===== src/rtl/gpio_cfg_sequencer.sv =====
// -----------------------------------------------------------------------------
// gpio_cfg_sequencer
//
// Bit-bangs PL configuration commands onto the 8-bit GPIO bus. It accepts one
// command at a time. For shift targets, it drives the payload MSB-first on the
// shared sdata line. It toggles only the addressed serial clock, so the loads
// of the mask, select, cycle-count and mux shift registers never overlap.
// The pl_rst target produces a timed reset pulse instead.
//
// Ports
//   clk              fabric clock, rising edge
//   rst_n            asynchronous active-low reset
//   cmd_valid        command present
//   cmd_ready        command can be accepted (IDLE only)
//   cmd_target       GPIO bit to drive: 1 mask_clk, 2 sel_clk,
//                    3 cycle_count_clk, 4 mux_set_clk, 5 pl_rst
//   cmd_len          bit count (shift) or pulse length in cycles (pl_rst)
//   cmd_data         right-aligned payload; bit cmd_len-1 is shifted first
//   cmd_half_period  serial clock half period minus one
//   gpio_out         [0] sdata, [1] mask_clk, [2] sel_clk,
//                    [3] cycle_count_clk, [4] mux_set_clk, [5] pl_rst, [7:6] 0
//   busy             high whenever the sequencer is not idle
//   done             one-cycle pulse when a legal command completes
//   err              one-cycle pulse when an illegal command is rejected
// -----------------------------------------------------------------------------
module gpio_cfg_sequencer #(
  parameter int unsigned DATA_W = 256,
  parameter int unsigned LEN_W  = 9,
  parameter int unsigned DIV_W  = 8
) (
  input  logic              clk,
  input  logic              rst_n,
  input  logic              cmd_valid,
  output logic              cmd_ready,
  input  logic [2:0]        cmd_target,
  input  logic [LEN_W-1:0]  cmd_len,
  input  logic [DATA_W-1:0] cmd_data,
  input  logic [DIV_W-1:0]  cmd_half_period,
  output logic [7:0]        gpio_out,
  output logic              busy,
  output logic              done,
  output logic              err
);

  // Width of a bit index into the payload. Legal lengths keep the bit counter
  // below DATA_W, so the truncated index always addresses a real bit.
  localparam int unsigned IDX_W = (DATA_W > 1) ? $clog2(DATA_W) : 1;

  localparam logic [2:0] TGT_FIRST = 3'd1;
  localparam logic [2:0] TGT_RST   = 3'd5;

  typedef enum logic [2:0] {
    ST_IDLE,
    ST_LOW,
    ST_HIGH,
    ST_RSTP,
    ST_FIN,
    ST_ERR
  } state_t;

  // ---------------------------------------------------------------------------
  // State and captured command
  // ---------------------------------------------------------------------------
  state_t             r_state;
  logic [2:0]         r_target;
  logic [DATA_W-1:0]  r_data;
  logic [DIV_W-1:0]   r_half;      // H-1; a phase ends when r_div reaches it
  logic [DIV_W-1:0]   r_div;       // cycles spent in the current phase
  logic [LEN_W-1:0]   r_bit;       // current bit index, or remaining pulse cycles

  // Registered outputs
  logic [7:0]         r_gpio;
  logic               r_busy;
  logic               r_done;
  logic               r_err;
  logic               r_ready;

  // Next-state values
  state_t             w_state_nxt;
  logic [2:0]         w_target_nxt;
  logic [DATA_W-1:0]  w_data_nxt;
  logic [DIV_W-1:0]   w_half_nxt;
  logic [DIV_W-1:0]   w_div_nxt;
  logic [LEN_W-1:0]   w_bit_nxt;
  logic [7:0]         w_gpio_nxt;
  logic [IDX_W-1:0]   w_bit_idx;
  logic               w_cmd_legal;
  logic               w_phase_end;

  assign w_cmd_legal = (cmd_target >= TGT_FIRST) && (cmd_target <= TGT_RST) &&
                       (cmd_len != '0) && (cmd_len <= LEN_W'(DATA_W));

  assign w_phase_end = (r_div == r_half);

  // ---------------------------------------------------------------------------
  // Next-state logic
  // ---------------------------------------------------------------------------
  // NOTE: every signal gets a default before the case statement; a path that
  // left one unassigned would infer a latch instead of combinational logic.
  always_comb begin
    w_state_nxt  = r_state;
    w_target_nxt = r_target;
    w_data_nxt   = r_data;
    w_half_nxt   = r_half;
    w_div_nxt    = r_div;
    w_bit_nxt    = r_bit;

    unique case (r_state)
      ST_IDLE: begin
        if (cmd_valid) begin
          if (!w_cmd_legal) begin
            w_state_nxt = ST_ERR;
          end else begin
            w_target_nxt = cmd_target;
            w_data_nxt   = cmd_data;
            w_half_nxt   = cmd_half_period;
            w_div_nxt    = '0;
            // Shift: index of the first (most significant) bit.
            // pl_rst: remaining high cycles after this one.
            w_bit_nxt    = cmd_len - LEN_W'(1);
            w_state_nxt  = (cmd_target == TGT_RST) ? ST_RSTP : ST_LOW;
          end
        end
      end

      ST_LOW: begin
        if (w_phase_end) begin
          w_div_nxt   = '0;
          w_state_nxt = ST_HIGH;
        end else begin
          w_div_nxt   = r_div + DIV_W'(1);
        end
      end

      ST_HIGH: begin
        if (w_phase_end) begin
          w_div_nxt = '0;
          if (r_bit == '0) begin
            w_state_nxt = ST_FIN;
          end else begin
            w_bit_nxt   = r_bit - LEN_W'(1);
            w_state_nxt = ST_LOW;
          end
        end else begin
          w_div_nxt = r_div + DIV_W'(1);
        end
      end

      ST_RSTP: begin
        if (r_bit == '0) begin
          w_state_nxt = ST_FIN;
        end else begin
          w_bit_nxt   = r_bit - LEN_W'(1);
        end
      end

      ST_FIN,
      ST_ERR: begin
        w_div_nxt   = '0;
        w_bit_nxt   = '0;
        w_state_nxt = ST_IDLE;
      end

      default: w_state_nxt = ST_IDLE;
    endcase
  end

  // ---------------------------------------------------------------------------
  // Output decode from the next state, so every output is a flop and changes
  // in the same cycle as the state it describes.
  // ---------------------------------------------------------------------------
  assign w_bit_idx = w_bit_nxt[IDX_W-1:0];

  always_comb begin
    w_gpio_nxt = '0;
    unique case (w_state_nxt)
      ST_LOW: begin
        w_gpio_nxt[0] = w_data_nxt[w_bit_idx];
      end
      ST_HIGH: begin
        // sdata is held through the high phase; only the addressed clock rises.
        w_gpio_nxt[0]            = w_data_nxt[w_bit_idx];
        w_gpio_nxt[w_target_nxt] = 1'b1;
      end
      ST_RSTP: begin
        w_gpio_nxt[TGT_RST] = 1'b1;
      end
      default: w_gpio_nxt = '0;
    endcase
  end

  // ---------------------------------------------------------------------------
  // Registers
  // ---------------------------------------------------------------------------
  // NOTE: sequential state uses non-blocking assignments so that all flops
  // update together from values sampled before the edge.
  // NOTE: the payload register is reset along with everything else. It is a
  // flop bank, not a RAM, and a defined value keeps sdata clean after reset.
  always_ff @(posedge clk or negedge rst_n) begin
    if (!rst_n) begin
      r_state  <= ST_IDLE;
      r_target <= '0;
      r_data   <= '0;
      r_half   <= '0;
      r_div    <= '0;
      r_bit    <= '0;
      r_gpio   <= '0;
      r_busy   <= 1'b0;
      r_done   <= 1'b0;
      r_err    <= 1'b0;
      r_ready  <= 1'b1;
    end else begin
      r_state  <= w_state_nxt;
      r_target <= w_target_nxt;
      r_data   <= w_data_nxt;
      r_half   <= w_half_nxt;
      r_div    <= w_div_nxt;
      r_bit    <= w_bit_nxt;
      r_gpio   <= w_gpio_nxt;
      r_busy   <= (w_state_nxt != ST_IDLE);
      r_done   <= (w_state_nxt == ST_FIN);
      r_err    <= (w_state_nxt == ST_ERR);
      r_ready  <= (w_state_nxt == ST_IDLE);
    end
  end

  assign gpio_out  = r_gpio;
  assign busy      = r_busy;
  assign done      = r_done;
  assign err       = r_err;
  assign cmd_ready = r_ready;

endmodule


===== config.mk =====
export PLATFORM = sky130hd
export DESIGN_NAME = gpio_cfg_sequencer
export DESIGN_NICKNAME = d
export VERILOG_FILES = /design/src/rtl/gpio_cfg_sequencer.sv
export SDC_FILE = /design/constraint.sdc
export NUM_CORES = 1
export LEC_CHECK = 0
export BUFFER_PORTS_ARGS = -buffer_cell sky130_fd_sc_hd__buf_2
export CORE_ASPECT_RATIO = 0.75
export CORE_UTILIZATION = 35
export DETAILED_ROUTE_END_ITERATION = 7
export GPL_ROUTABILITY_DRIVEN = 0
export PLACE_DENSITY = 0.66
export SLEW_MARGIN = 20
export SYNTH_ARGS = -nofsm -noshare
export SYNTH_HDL_FRONTEND = slang
export SYNTH_SLANG_ARGS = --single-unit

===== constraint.sdc =====
create_clock -name clk -period 3.2 [get_ports clk]
set_input_delay 0.64 -clock clk [delete_from_list [all_inputs] [get_ports clk]]
set_output_delay 0.64 -clock clk [all_outputs]
set_load 0.02 [all_outputs]

# After elaboration in Yosys (flattened, before gate mapping)
# Index checks and enable logic that the tools add are counted.
# totals
ff_bits,299
inputBits,279
output_inout_bits,12
wordCells,84
# classes
addsub,3
magnitude_cmp,6
n_eq_ne,15
muxes,31
n_bitwise,1
n_reduce_logical,16
# ops
op,n
$mux W256,3
$mux W9,4
$pmux W9 S4,1
$mux W3,9
$mux W8,3
$pmux W8 S3,1
$sub A9 B1 Y9 const B,2
$eq A3 B3 Y1 const B,5
$eq A3 B2 Y1 const B,4
$pmux W3 S4,1
$le A9 B9 Y1 const B,1
$logic_not A9 Y1,1
$lt A8 B9 Y1 const B,1
$reduce_bool A9 Y1,1
$add A8 B1 Y8 const B,1
$bmux W1 S8,1
$eq A8 B8 Y1,1
$or A1 B8 Y8,1
$eq A3 B1 Y1 const B,2
$ge A3 B1 Y1 const B,2
$logic_not A3 Y1,2
$ne A2 B2 Y1 const B,3
$reduce_and A3 Y1,2
$reduce_bool A3 Y1,2
11 further kinds,18

# Longest topological paths before layout
# logic_depth
ltp_word,13
mapped_depth,19
depth_no_buf,14

# Worst setup path after synthesis
# No wires, ideal clock.
# synth_path
path_type,input to register
start,in cmd_len[0]
end,reg r_gpio[0] (netlist: gpio_out[0])
setup_ns,0.143
arrival_ns,3.493
t_required_ns,3.057
path_slack_ns,-0.436
cell_stages,14
path_buffers,0
cell_sequence,inv_1 > ha_1 > nor3b_1 > a21boi_2 > o31a_4 > or3_4 > a221oi_4 > inv_4 > nor2_4 > a22oi_1 > a211oi_1 > o41ai_2 > o41ai_2 > a41oi_2
# synth_via
elab_cells_between_ends,28
cone_classes,add/sub: 1; order compare: 3; eq/ne: 2; mux: 17; bitwise: 1; reduce/logical: 4
# synth_lines
element,line_no,text
"start, declared",36,"input logic [LEN_W-1:0] cmd_len,"
"parallel branches: the longest is 3 deep, another holds $le A9 B9 Y1",n/a,
$mux W9 *,111,if (!w_cmd_legal) begin
$mux W9 *,110,if (cmd_valid) begin
$pmux W9 S4 *,108,unique case (r_state)
via w_bit_nxt[4],84,logic [LEN_W-1:0] w_bit_nxt;
$bmux W1 S8 *,"178, 182",
$mux W1 (not written as such) *,"178, 182",
$or A1 B8 Y8 (no source line),n/a,
$pmux W1 S2 *,176,unique case (w_state_nxt)
via w_gpio_nxt[0],85,logic [7:0] w_gpio_nxt;
"end signal, assigned",219,r_gpio <= w_gpio_nxt;
"end, declared",72,logic [7:0] r_gpio;
# Mark *: on every way through the listed nets, which the timed path passes. The select of a mux whose other input is x is not followed.
# A chain may end at the register's enable or synchronous reset.

# Final worst setup path
# layout_path
start,reg r_div[3]
end,reg r_gpio[0] (netlist: gpio_out[0])
# layout_via
elab_chain_cells,7
elab_cells_between_ends,12
cone_classes,eq/ne: 3; mux: 8; bitwise: 1
# layout_rtl
element,line_no,text
"start, declared",68,logic [DIV_W-1:0] r_div;
"start signal, assigned",217,r_div <= w_div_nxt;
$eq A8 B8 Y1 *,93,assign w_phase_end = (r_div == r_half);
$mux W9,136,if (w_phase_end) begin
$pmux W9 S4,108,
$bmux W1 S8,"178, 182",
$mux W1 (not written as such),"178, 182",
$or A1 B8 Y8 (no source line),n/a,
$pmux W1 S2 *,176,
via w_gpio_nxt[0],85,
# The timed path passes the listed nets; every way through them passes the cells marked *. The select of a mux whose other input is x is not followed.

==> results.md <==
* Mapped Area at about 15000 um2
* DR iter-0 viols at ~1300
* Worst EP arrival at a little under 4 ns
* Antenna viol nets, final at 0
* Final Skew at ~0.024 ns
* Bufs on Longest Clock Path at 3
* DP HPWL at 38.83 mm
* Worst Setup End Kind: flip-flop
* Drt pass-1 iters at 5
* CP startpoint kind: flip-flop
* Pleak at between 10 and 15 nW
* Failing checks: setup timing
* Vias in the first global route at 13677
* Hold WC Path Type: in -> async
* Reg2reg path depth at 13
* Crit share post-route at 107.3%
* VDD IR-drop max at 0.0007100 V
* Vias/cell at between 5 and 6
* #FFs+latches synth at around 300
* R2R setup slack at -0.23 ns
* Met1 Wirelength at 22.91 mm
* Worst slew pin tran at about 0.76 ns
* Routed WL at just over 50 mm
* Vias at 13876
* Final net count at approximately 2400
* Setup ws final at -0.2324 ns
* Slew Limit Fails at 0
* CTS clk-pin slew, worst paths at ~0.070 ns
* Synth top area cells: dfrtp_1 50%, nand2_1 17%, mux2i_1 5.2%
* CTS root buffer: clkbuf_16
* Power consumption at between 20 and 25 mW
* GRT Resource Usage Total at between 20% and 30%
* RSZ-0062 raised after global routing: true
* EDFF count, synth at 0
* Cell count after synthesis at around 1700
* DR DRC count at 0
* Hold Buf Count CTS at 0
* Met2 routed WL at approximately 23 mm
* CTS H-tree depth at 2
* Cell accounting for the most synthesized area: dfrtp_1
* Starting Density at between 30% and 40%
* Mean Syn Cell Area at roughly 9 um2
* Layout cells sized above 1 at between 30 and 40%
* # rows at 65
* Final worst path period need at about 3.4 ns
* Syn nets at ~1900
* Worst r2r dst: gpio_out[0]
* Clk_lat worst skew at ~0.54 ns
* Routed wl met3 at 4.284 mm
* Area growth, synth to finish at 36.70%
* Initial antenna violation count at 2
* Hold Fails Final Rpt at 0
* CTS tree: yes
* Crit Path Max Fanout at 15
* Pin count of the biggest net entering global routing at just under 90
* First-pass GRT wire length at around 77 mm
* Die X at between 200 and 250 um
* Commonest non-fill, non-tap cell in the layout: nand2_1
* Total power divided by cell area at around 1200 nW/um2
* Die ar. at about 43000 um2
* Max-slew headroom at 49.28%
* Max Clock Freq at 291.3 MHz
* Die Y at approximately 180 um
* Post-synthesis sequential area ratio at between 50% and 60%
* Top-Level Pins at 291
* Post-synth ARST share at between 90% and 100%
* Most frequent cells in the layout: 653 x nand2_1, 298 x dfrtp_1, 288 x buf_2, 200 x buf_4, 99 x nor2_1
* Share of the synthesized area in the top cell type at roughly 50%
* Dpl ws at -0.8436 ns
* Crit path required time at ~3.7 ns
* Status: finished, violations left
* Synth warn at 0
* Core area at 42050 um2
* Most used flip-flop cell after synthesis: dfrtp_1
* Synth cell types at 88
* RR Startpoint: r_div[3]
* Crit Path Class: reg -> reg
* Clock sink count at 299
* Max Cap Viol at 0
* Number of buffers created by CTS at 34
* I/O Buffers at 290
* Worst hold margin at ~0.13 ns
* Routed length per instance at 18.94 um
* Final setup viols at 1
* GR Overflow Total at 0
* DR top layer: met4
synth_stat cells (10+ instances only):
| cell | count |
|---|---|
| nor2_1 | 102 |
| xnor2_1 | 13 |
| nand3_1 | 11 |
| inv_1 | 15 |
| o211ai_1 | 13 |
| o311ai_0 | 10 |
| mux2i_1 | 77 |
| buf_2 | 51 |
| o21ai_0 | 24 |
| nor3_1 | 59 |
| clkbuf_1 | 24 |
| mux2_2 | 62 |
| or3_1 | 42 |
| buf_4 | 17 |
| a21oi_1 | 31 |
| nand2_1 | 655 |
| dfrtp_1 | 298 |
area by class of cell:
| class | instances | area, um2 |
|---|---|---|
| repair buffers | 531 | 3795 |
| flip-flops and latches | 299 | 7483 |
| clock buffers | 45 | 1006 |
| fillers | 3853 | 21680 |
| multi-input cells | 1233 | 7103 |
| well taps | 569 | 711.9 |
| repair inverters | 3 | 23.77 |
| diodes | 2 | 5.005 |
| clock inverters | 14 | 147.6 |
| inverters | 19 | 91.34 |
logic make-up after synthesis:
| logic type | share of synthesized area [%] |
|---|---|
| AND/OR/NAND/NOR | 25.77 |
| flip-flops | 50.23 |
| AO/OA/AOI/OAI | 8.558 |
| multiplexers | 9.859 |
| buffers and inverters | 4.249 |
| XOR/XNOR | 0.9993 |
| adder cells (fa/ha/maj) | 0.3359 |
worst max path at each step:
stage | from | to | slack (ns) | cells after the start
after CTS | cmd_len[1] | gpio_out[0] | -0.21 | 16
final | r_div[3] | gpio_out[0] | -0.23 | 13
after global placement | cmd_len[1] | gpio_out[0] | -0.78 | 16
after floorplan | cmd_len[0] | gpio_out[0] | -0.31 | 14
after global routing | r_bit[1] | gpio_out[0] | -0.35 | 16
after detailed placement | cmd_len[1] | gpio_out[0] | -0.84 | 17
registers in the layout, indices dropped and copies added, names as in the netlist:
name       cells
r_data       256
r_bit          9
gpio_out       8
r_div          8
r_half         8
r_state        3
r_target       3
busy           1
cmd_ready      1
done           1
err            1
power breakdown:
group          switching, mW  internal [mW]
Combinational           7.85           6.55
Clock                   1.64           2.39
Sequential             0.510           5.39
critical path, stage by stage, from the launching register on:
cell and delay, ns:
dfrtp_1 0.41, xnor2_2 0.22, and4_4 0.27, a21oi_2 0.06, or4_4 0.51, o211a_4 0.17
buf_12 0.16, or3_1 0.40, o311ai_2 0.09, o31ai_1 0.12, buf_4 0.16, a221oi_4 0.38
nand4b_1 0.22, a41oi_2 0.20
what timing repair did:
action | in CTS | in global routing
gates cloned | 3 | 2
endpoints found under the setup margin | 1 | 1
gates resized for setup | 22 | 45
setup buffers | 12 | 6
pin swaps | 12 | 20
through the flow:
stage                     std cells  util (%)  instance area [um2]  setup TNS (ns)
after floorplan                1654         -                14940         -0.3131
after global placement         2631     44.35                18650         -0.7848
after detailed placement       2631     44.35                18650         -0.8436
after CTS                      2705     47.71                20060         -0.2070
after global routing           2715     48.44                20370         -0.3473
final                          2715     48.44                20370         -0.2324
per-layer routing:
layer	global-route usage, %	vias up
met1	33.09	6746
li1	-	6463
met4	6.573	0
met2	35.56	577
met3	5.285	90
met5	0	-
Note: power is estimated with default switching activity, not from simulation.
